## src/rtl/grupa_a.sv

```systemverilog
// rtl/grupa_a.sv - saturating positive/negative event accumulators with a greater-than flag
module grupa_a #(
    parameter int CW = 4
) (
    input  logic          iCLK,
    input  logic          iRST,
    input  logic          iEN,
    input  logic [2:0]    iDEC,
    output logic [CW-1:0] oCNTP,
    output logic [CW-1:0] oCNTN,
    output logic          oGREAT
);

    localparam int SW = CW + 1;
    localparam logic [CW-1:0] maxCount = '1;

    logic          isPos;
    logic          isNeg;
    logic [2:0]    negMag;
    logic [SW-1:0] sumP;
    logic [SW-1:0] sumN;
    logic [CW-1:0] nextP;
    logic [CW-1:0] nextN;

    // Two's-complement negate of a 3-bit value; 3'b100 yields 3'b100, read unsigned as 4.
    always_comb begin
        isPos  = !iDEC[2] && (iDEC != 3'd0);
        isNeg  = iDEC[2];
        negMag = ~iDEC + 3'd1;
        sumP   = {1'b0, oCNTP} + SW'(iDEC);
        sumN   = {1'b0, oCNTN} + SW'(negMag);
        nextP  = sumP[CW] ? maxCount : sumP[CW-1:0];
        nextN  = sumN[CW] ? maxCount : sumN[CW-1:0];
    end

    always_ff @(posedge iCLK) begin
        if (!iRST) begin
            oCNTP <= '0;
            oCNTN <= '0;
        end else if (iEN) begin
            if (isPos) begin
                oCNTP <= nextP;
            end
            if (isNeg) begin
                oCNTN <= nextN;
            end
        end
    end

    assign oGREAT = (oCNTP > oCNTN);

endmodule

```

## config.mk

```make
export PLATFORM = sky130hd
export DESIGN_NAME = grupa_a
export DESIGN_NICKNAME = d
export VERILOG_FILES = /design/src/rtl/grupa_a.sv
export SDC_FILE = /design/constraint.sdc
export NUM_CORES = 1
export LEC_CHECK = 0
export BUFFER_PORTS_ARGS = -buffer_cell sky130_fd_sc_hd__buf_4
export CORE_AREA = 2 2 39 41
export DETAILED_ROUTE_END_ITERATION = 10
export DIE_AREA = 0 0 41 43
export PLACE_DENSITY = 0.73
export SETUP_SLACK_MARGIN = 0.1
export SYNTH_ARGS = -nofsm -noshare
export SYNTH_HDL_FRONTEND = slang
export SYNTH_SLANG_ARGS = --single-unit
```

## constraint.sdc

```tcl
create_clock -name iCLK -period 1.72 [get_ports iCLK]
set_input_delay 0.172 -clock iCLK [delete_from_list [all_inputs] [get_ports iCLK]]
set_output_delay 0.172 -clock iCLK [all_outputs]
set_load 0.02 [all_outputs]
```

==> metrics.txt <==
Slew headroom=80.2%; post-place setup slack=approximately 0.0026 ns; clock-pin slew of the registers on the worst-case setup and hold paths=around 0.050 ns; Detailed Route WL=approximately 1.5 mm; clock skew=between 0.008 and 0.009 ns; fill count=~120; Area contributors post-synth=dfxtp_1 24%, ha_1 23%, mux2i_1 7.6%, a21oi_1 6.8%, inv_1 6.8%; top-area cell type share of the netlist area=around a quarter; vias=590; Clock Latency Late Sink=around 0.26 ns; Slew Limit Fails=0; FF+latch area=between 150 and 200 um^2; Multi-input gate area=502 um^2; Worst Path Required=around 1.6 ns; Via density=5.62; Residual DRC=0; Syn Inst Count=just under 70; Cell variety after synth=23; Iteration-0 DRC Markers=10; GRT met1 Usage=22.6%; dpl hpwl=approximately 1.0 mm; pin slew with the least headroom to its limit=0.297 ns; Sum Neg Setup Slack=0 ns; dominant cell type by area after synthesis=dfxtp_1; dominant synthesized flop cell=dfxtp_1; compound-cell area share of the yosys netlist=roughly a fifth; setup violators final=0; setup slack after layout=between 0.1 and 0.15 ns; crit share post-route=approximately nine tenths; die area=around 0.0018 mm^2; Post-Synth Adder-Cell Area=between 20% and 30%; register area share after synthesis=around a quarter; share of post-route cells with drive strength above 1=approximately 42%; PD cells=654 mW/mm^2; I/O Pins=15; RSZ-0062 raised after global routing=no; Final Net Count=between 100 and 150; Critical Path AT=1.40 ns; hold slack final=about 0.28 ns; Crit Path Max Fanout=2; VDD IR-drop max=approximately 0.55 mV; busiest grt layer=met2; number of synthesis warnings=0; vias in the first global route=560; first-pass GRT wire length=between 2 and 2.5 mm; Tot Pwr=approximately 580 uW; Final GP Congestion=approximately 0.75; achievable frequency=0.635 GHz; # H-tree levels=1; Overall Global Routing Usage=18.7%; Post-Synth Simple-Gate Area=7.40%; synthesized area per cell=~9.6 um^2; first drt pass iteration count=4; Placeable Area=roughly 0.0014 mm^2; number of max-cap violations=0; Final Hold Viols=0; synth cell count leaders=12 x ha_1, 12 x inv_1, 9 x a21oi_1; CTS tree=yes; CTS Buffer Depth=2; Seq cells post-synth=8; synth-to-layout area growth=34.9%; Root Driver=clkbuf_4; Post-synth ARST share=0%; initial antenna violation count=0; aggregate global routing overflow=0; number of I/O port buffers=14; GR Layer Usage met3=under 10%; synthesized area=about 660 um^2; clk sinks=8; main combinational cell family by area after synthesis=adder cells; post-synthesis net count=89; critical path class=reg -> out; TritonCTS Buffers=3; Die H=around 43 um; Initial Util=between 40 and 50%; Synth Area in XOR/XNOR=under 10%; Setup crit end kind=output pin; Post-synth EDFFs=0; antenna diode instance count=0; fin crit period=1.58 ns; largest net degree at the start of global routing=9; die width=41 um; HP Class=in -> reg; startpoint type of the worst setup path=flip-flop; post-synthesis mux area share=under 10%; Core Rows=14; P_leak=0.000470 uW; status=finished clean; Final ANT Viol Nets=0; grt met2 use=30.6%; DR WL/cell=14.1 um
worst max-delay path, cell delays in order (launching register included):
cell,delay [ns]
dfxtp_4,0.34
inv_2,0.04
ha_4,0.25
nor2b_4,0.12
o211ai_1,0.10
a21oi_2,0.14
buf_4,0.15
cell type report:
type	count	share of cell area, %
multi-input cells	49	56.4
repair buffers	17	14.3
flip-flops and latches	8	19.4
clock buffers	3	2.53
well taps	16	2.25
inverters	12	5.06
final timing paths:
| kind | cells after the start | end | slack (ns) | start |
|---|---|---|---|---|
| worst max-delay path | 6 | oGREAT | 0.14 | oCNTN[1] |
| worst max register to register | 5 | oCNTN[1] | 0.20 | oCNTN[0] |
| worst min register to register | 2 | oCNTN[2] | 0.58 | oCNTN[2] |
| worst min-delay path | 3 | oCNTP[1] | 0.28 | iEN |
state kept, by name, summed over array words and instances, names as in the netlist:
signal and cells:
oCNTN 4, oCNTP 4
placed cells by master (no fill, tap or decap), drive strengths merged:
cell	instances
xor2	1
a21oi	10
a21o	1
nor2	1
nand2	2
buf	17
fa	2
o211ai	1
dfxtp	8
mux2i	5
o2111ai	1
and4	1
nand4	1
inv	12
a211o	2
clkbuf	3
ha	12
nor3b	1
o211a	2
a311oi	2
nor2b	2
mux2	1
xnor2	1
per-stage QoR:
step | cells | area [um^2] | utilization [%]
after floorplan | 69 | 661 | -
after global placement | 100 | 793 | 57.3
after detailed placement | 100 | 793 | 57.3
after CTS | 105 | 837 | 60.5
after global routing | 105 | 890 | 64.3
final | 105 | 890 | 64.3
per-layer routing:
layer | up-vias | routed length, um
li1 | 294 | -
met1 | 279 | 629
met2 | 15 | 776
met3 | 2 | 53
met4 | 0 | 21
met5 | - | 0
power by group:
group          leakage, uW  switching (uW)  internal [uW]  total (uW)
clock            0.0000138            73.8           80.5         154
sequential       0.0000685            11.9            196         208
combinational     0.000388             111            109         219
total             0.000470             197            385         582
logic make-up (layout without fill, tap and decap cells):
kind of cell	count (synthesis)	after routing
XOR/XNOR	2	2
adder cells (fa/ha/maj)	14	14
flip-flops	8	8
multiplexers	6	6
buffers and inverters	12	32
AO/OA/AOI/OAI	19	19
AND/OR/NAND/NOR	8	8
what timing repair did:
action	4_1_cts	5_1_grt
endpoints found under the setup margin	2	5
pin swaps	0	3
hold buffers	0	0
resized for setup	4	11
buffers inserted	2	0
(Power assumes the default switching activity.)
